--- src/rtl/rr_mux4_pkg.sv ---
// Shared types for the rr_mux4 4-to-1 round-robin merge.
// Optional packet lock is enabled with RR_MUX4_LOCK_EN.
package rr_mux4_pkg;

    localparam int NCH   = 4;
    localparam int SEL_W = 2;

    typedef logic [SEL_W-1:0] sel_t;

    typedef enum logic {
        EMPTY = 1'b0,
        FULL  = 1'b1
    } out_state_t;

endpackage

--- src/rtl/rr_arb4.sv ---
// Combinational 4-way round-robin arbiter with optional forced grant.
// Search starts one past ptr and wraps; lock_en pins the grant to lock_ch.
module rr_arb4
    import rr_mux4_pkg::*;
(
    input  logic [3:0] req,
    input  logic [1:0] ptr,
    input  logic       lock_en,
    input  logic [1:0] lock_ch,
    output logic       grant_valid,
    output logic [1:0] grant
);

    sel_t idx;

    always_comb begin
        grant_valid = 1'b0;
        grant       = '0;
        idx         = '0;
        if (lock_en) begin
            grant_valid = req[lock_ch];
            grant       = lock_ch;
        end else begin
            // i == NCH wraps back to ptr itself, the lowest priority
            for (int i = 1; i <= NCH; i++) begin
                idx = ptr + sel_t'(i);
                if (!grant_valid && req[idx]) begin
                    grant_valid = 1'b1;
                    grant       = idx;
                end
            end
        end
    end

endmodule

--- src/rtl/rr_mux4.sv ---
// 4-to-1 round-robin mux into a one-entry registered output stage.
// Define RR_MUX4_LOCK_EN to hold the grant until a packet's last beat.
module rr_mux4
    import rr_mux4_pkg::*;
#(
    parameter int DW = 8
) (
    input  logic            clk,
    input  logic            rst_n,
    input  logic [4*DW-1:0] in_data,
    input  logic [3:0]      in_valid,
    input  logic [3:0]      in_last,
    output logic [3:0]      in_ready,
    output logic [DW-1:0]   out_data,
    output logic [1:0]      out_sel,
    output logic            out_last,
    output logic            out_valid,
    input  logic            out_ready
);

    out_state_t    state_q, state_d;
    logic [DW-1:0] data_q, data_d;
    sel_t          sel_q, sel_d;
    logic          last_q, last_d;
    sel_t          ptr_q, ptr_d;

    logic          load_en;
    logic          xfer;
    logic          gnt_valid;
    sel_t          gnt;
    logic [DW-1:0] gnt_data;
    logic          lock_act;
    sel_t          lock_ch;

`ifdef RR_MUX4_LOCK_EN
    logic lock_q, lock_d;
    sel_t lock_ch_q, lock_ch_d;

    always_comb begin
        lock_d    = lock_q;
        lock_ch_d = lock_ch_q;
        if (xfer) begin
            lock_d    = !in_last[gnt];
            lock_ch_d = gnt;
        end
    end

    always_ff @(posedge clk or negedge rst_n) begin
        if (!rst_n) begin
            lock_q    <= 1'b0;
            lock_ch_q <= '0;
        end else begin
            lock_q    <= lock_d;
            lock_ch_q <= lock_ch_d;
        end
    end

    assign lock_act = lock_q;
    assign lock_ch  = lock_ch_q;
`else
    assign lock_act = 1'b0;
    assign lock_ch  = '0;
`endif

    rr_arb4 u_arb (
        .req         (in_valid),
        .ptr         (ptr_q),
        .lock_en     (lock_act),
        .lock_ch     (lock_ch),
        .grant_valid (gnt_valid),
        .grant       (gnt)
    );

    assign out_valid = (state_q == FULL);
    assign out_data  = data_q;
    assign out_sel   = sel_q;
    assign out_last  = last_q;

    assign load_en = !out_valid || out_ready;
    // rst_n gate keeps every lane unready for the whole reset window
    assign xfer    = load_en && gnt_valid && rst_n;
    assign in_ready = xfer ? (4'b0001 << gnt) : 4'b0000;

    always_comb begin
        gnt_data = '0;
        for (int k = 0; k < NCH; k++) begin
            if (gnt == sel_t'(k)) begin
                gnt_data = in_data[k*DW +: DW];
            end
        end
    end

    always_comb begin
        state_d = state_q;
        data_d  = data_q;
        sel_d   = sel_q;
        last_d  = last_q;
        ptr_d   = ptr_q;
        if (load_en) begin
            state_d = xfer ? FULL : EMPTY;
        end
        if (xfer) begin
            data_d = gnt_data;
            sel_d  = gnt;
            last_d = in_last[gnt];
            ptr_d  = gnt;
        end
    end

    always_ff @(posedge clk or negedge rst_n) begin
        if (!rst_n) begin
            state_q <= EMPTY;
            data_q  <= '0;
            sel_q   <= '0;
            last_q  <= 1'b0;
            ptr_q   <= 2'd3;
        end else begin
            state_q <= state_d;
            data_q  <= data_d;
            sel_q   <= sel_d;
            last_q  <= last_d;
            ptr_q   <= ptr_d;
        end
    end

endmodule
--- config.mk ---
export PLATFORM = sky130hd
export DESIGN_NAME = rr_mux4
export DESIGN_NICKNAME = d
export VERILOG_FILES = /design/src/rtl/rr_mux4_pkg.sv /design/src/rtl/rr_arb4.sv /design/src/rtl/rr_mux4.sv
export SDC_FILE = /design/constraint.sdc
export NUM_CORES = 1
export LEC_CHECK = 0
export CORE_MARGIN = 3
export CORE_UTILIZATION = 40
export DETAILED_ROUTE_END_ITERATION = 8
export PLACE_DENSITY_LB_ADDON = 0.15
export SLEW_MARGIN = 0
export SYNTH_ARGS = -nofsm -noshare
export SYNTH_HDL_FRONTEND = slang
export SYNTH_SLANG_ARGS = --single-unit
--- constraint.sdc ---
create_clock -name clk -period 4 [get_ports clk]
set_clock_uncertainty 0.15 [all_clocks]
set_input_delay 1 -clock clk [delete_from_list [all_inputs] [get_ports clk]]
set_output_delay 1 -clock clk [all_outputs]
set_load 0.02 [all_outputs]
==> impl_results.md <==
- DP Area: roughly 1700 sq um
- First-pass GRT wire length: roughly 6400 um
- First DRT Iteration DRCs: 50
- Achievable clock frequency: 254.2 MHz
- Switch share: between 30% and 40%
- Final antenna-violating net count: 0
- Fin crit share: a little under 100%
- Clock Sinks: 14
- Grt total ovfl: 0
- Synth Area in Simple Gates: between 10% and 20%
- Hold_ws: approximately 0.34 ns
- Critical-path maximum fanout: 6
- Root buf cell: clkbuf_4
- Setup violators final: 0
- Worst path top cell family by delay: buffers and inverters
- Async SR Flop Fraction: 100.0%
- Max_cap viols: 0
- Crit path from: in_valid[1]
- Final setup TNS: 0 ns
- Comb pwr share: 55.4%
- Via/cell ratio: between 5 and 6
- WHS Path Cells: 1
- Multiplexer share of the synthesized area: less than 1%
- H-tree Lvls: 1
- Num ports: between 50 and 60
- Fin area: around 1800 sq um
- Max Root-Sink Buffers: 2
- Xor/xnor cell area share of the yosys netlist: less than 1%
- CP bufs+invs: 3
- Worst hold start: out_sel[1]
- Cell row count: 17
- Worst endpoint data arrival time: approximately 2.8 ns
- Vias in the first global route: ~1300
- Die Wd: 56.15 um
- Slew @ Worst Pin: approximately 0.35 ns
- Area fraction in compound gates after synthesis: between 30 and 40%
- CTS Buf Count: 3
- Worst-path clk slew: about 0.09 ns
- Final hold violation count: 0
- RSZ-0062 raised after global routing: false
- Sequential Power Share: between 30% and 40%
- Fraction of the mapped netlist area in adder cells: 0%
- Max rail drop VDD: 0.0003444 V
- Synthesized net count: 153
- Vert. Die Dim: 56.15 um
- Internal power: 455.5 uW
- Worst hold-check path type: flop to flop
- GPL Wtd Cong: 0.8485
- Routed WL: approximately 3700 um
- EDFF count, synth: 0
- Tot GR Track Use: approximately a quarter
- Slew HR: between 70% and 80%
- Largest net degree at the start of global routing: 15
- Layout cells sized above 1: between 20% and 30%
- Initial DRT Pass Iterations: 4
- Initial antenna violation count: 0
- Synthesized area per cell: between 9 and 10 sq um
- Status: finished, final reports clean
- Seq/Total Area, Yosys: a little over a third
- Residual DRC count: 0
- Crit Reg-Reg Endpoint: out_data[0]
- Seq cells post-synth: 14
- Slowest cell on the critical path: clkdlybuf4s50_1
- Core box area: 2297 sq um
- Crit. End Element: primary output
- FF-to-FF setup slack: 1.90 ns
- DIE AREA: ~3200 sq um
- Cell count after synthesis: 110
- Final nets: approximately 230
- Yosys warning count: 0
- IO buf count: 58
- Req. time, crit path: approximately 2.9 ns
- Filler cells: between 150 and 200
- Initial Utilization: between 40% and 50%
- Worst reg2reg startpoint: ptr_q[1]
- Leakage power: 0.0007562 uW
- Minimum clock period: 3.933 ns
- Power per Cell Area: a little over 400 nW/um^2
- Critical path type: input pin to primary output
- Commonest cells after routing, fill and taps aside: clkdlybuf4s50_1 (55), buf_4 (23), dfrtp_1 (12)
- Wire per inst: roughly 17 um
- Slew Viols, Final: 0
- Largest family of logic cells by synthesized area: compound AO/OA/AOI/OAI gates
- CP Launch Type: input pin
- Hold buffer count at CTS: 0
- Sw Pwr: roughly 280 uW
- Area Growth Syn to Fin: 77.74%
- Commonest non-fill, non-tap cell in the layout: clkdlybuf4s50_1
- Post-detail-place hpwl: about 2900 um
- Clock network power share: between 10% and 20%
- Yosys cell types: 39
- # diodes: 0
- Hold path endpoint: out_sel[1]
- Worst path most repeated cell: clkdlybuf4s50_1
- Via count: about 1200
- Latest clock arrival within the worst-skew pair: approximately 0.29 ns
- Synth Cell Area: 1006 sq um
- Dominant synthesized flop cell: dfrtp_1
- CTS tree: built
- Slowest stage delay, CP: just under 0.6 ns
- R2r worst-path depth: 6
- Critical-path cell list: clkdlybuf4s50_1 -> buf_4 -> a21oi_1 -> o221a_2 -> and2_4 -> clkdlybuf4s50_1
logic make-up (layout without fill, tap and decap cells):
kind of cell,after synthesis,count (layout)
AO/OA/AOI/OAI,50,50
XOR/XNOR,1,1
buffers and inverters,11,89
flip-flops,14,14
multiplexers,1,1
AND/OR/NAND/NOR,33,33
what timing repair did:
action	4_1_cts	5_1_grt
endpoints found under the setup margin	3	2
buffers inserted	1	0
resized for setup	5	5
registers in the layout, summed over array words and instances (netlist names):
name and cells:
out_data 8, out_sel 2, ptr_q 2, out_last 1
out_valid 1
worst max path at each step:
stage                  endpoint  slack [ns]  cells past startpoint
floorplan           in_ready[2]        0.72                      5
global placement    in_ready[2]      -0.008                      6
detailed placement  in_ready[2]       -0.12                      7
CTS                 in_ready[3]       0.003                      5
global route        in_ready[3]        0.02                      6
finish              in_ready[3]        0.07                      6
metrics by stage:
| step | util (%) | worst slack [ns] | total power, uW | cells |
|---|---|---|---|---|
| 5_1_grt | 77.83 | 0.01821 | 782.2 | 216 |
| 2_1_floorplan | - | 0.7164 | 429.7 | 110 |
| 3_3_place_gp | 75.38 | -0.008311 | 611.9 | 211 |
| 6_report | 77.83 | 0.06684 | 735.3 | 216 |
| 4_1_cts | 77.56 | 0.003205 | 734.9 | 216 |
| 3_5_place_dp | 75.38 | -0.1171 | 626.6 | 211 |
cell usage after synthesis, drive strengths merged (2+ instances only):
cell type | count | area (sq um)
nor2b | 3 | 18.77
a22oi | 3 | 22.52
o21a | 5 | 37.54
nand3 | 6 | 30.03
a211oi | 2 | 15.01
nor3b | 2 | 15.01
nor3 | 2 | 15.01
buf | 7 | 55.05
dfstp | 2 | 52.55
nor2 | 5 | 28.78
a21o | 3 | 22.52
a21oi | 6 | 30.03
o31ai | 6 | 45.04
inv | 4 | 15.01
nand2 | 4 | 15.01
a221o | 5 | 50.05
o21ai | 8 | 43.79
o22a | 5 | 43.79
dfrtp | 12 | 300.3
or3 | 4 | 25.02
nand2b | 2 | 12.51
a21boi | 4 | 30.03
power by group through the flow:
stage	Combinational (uW)	Clock (uW)	Sequential, uW
floorplan	181	0	249
global placement	394	0	218
detailed placement	405	0	222
CTS	407	107	221
global route	438	116	228
finish	407	107	221
final cells by class:
| type | count | area (sq um) | area share (%) |
|---|---|---|---|
| inverters | 4 | 15.01 | 0.8398 |
| repair buffers | 81 | 745.7 | 41.71 |
| clock buffers | 4 | 36.28 | 2.029 |
| flip-flops and latches | 14 | 352.8 | 19.73 |
| well taps | 28 | 35.03 | 1.959 |
| multi-input cells | 85 | 603.1 | 33.73 |
metal layers:
metal / global-route usage (%) / share of wire (%) / vias to the layer above
met1: 33.38 / 42 / 583
met4: 7.119 / 0.97 / 0
li1: - / - / 577
met3: 5.568 / 8.6 / 5
met5: 0 / 0 / -
met2: 42.24 / 48 / 66
Note: power is estimated with default switching activity, not from simulation.
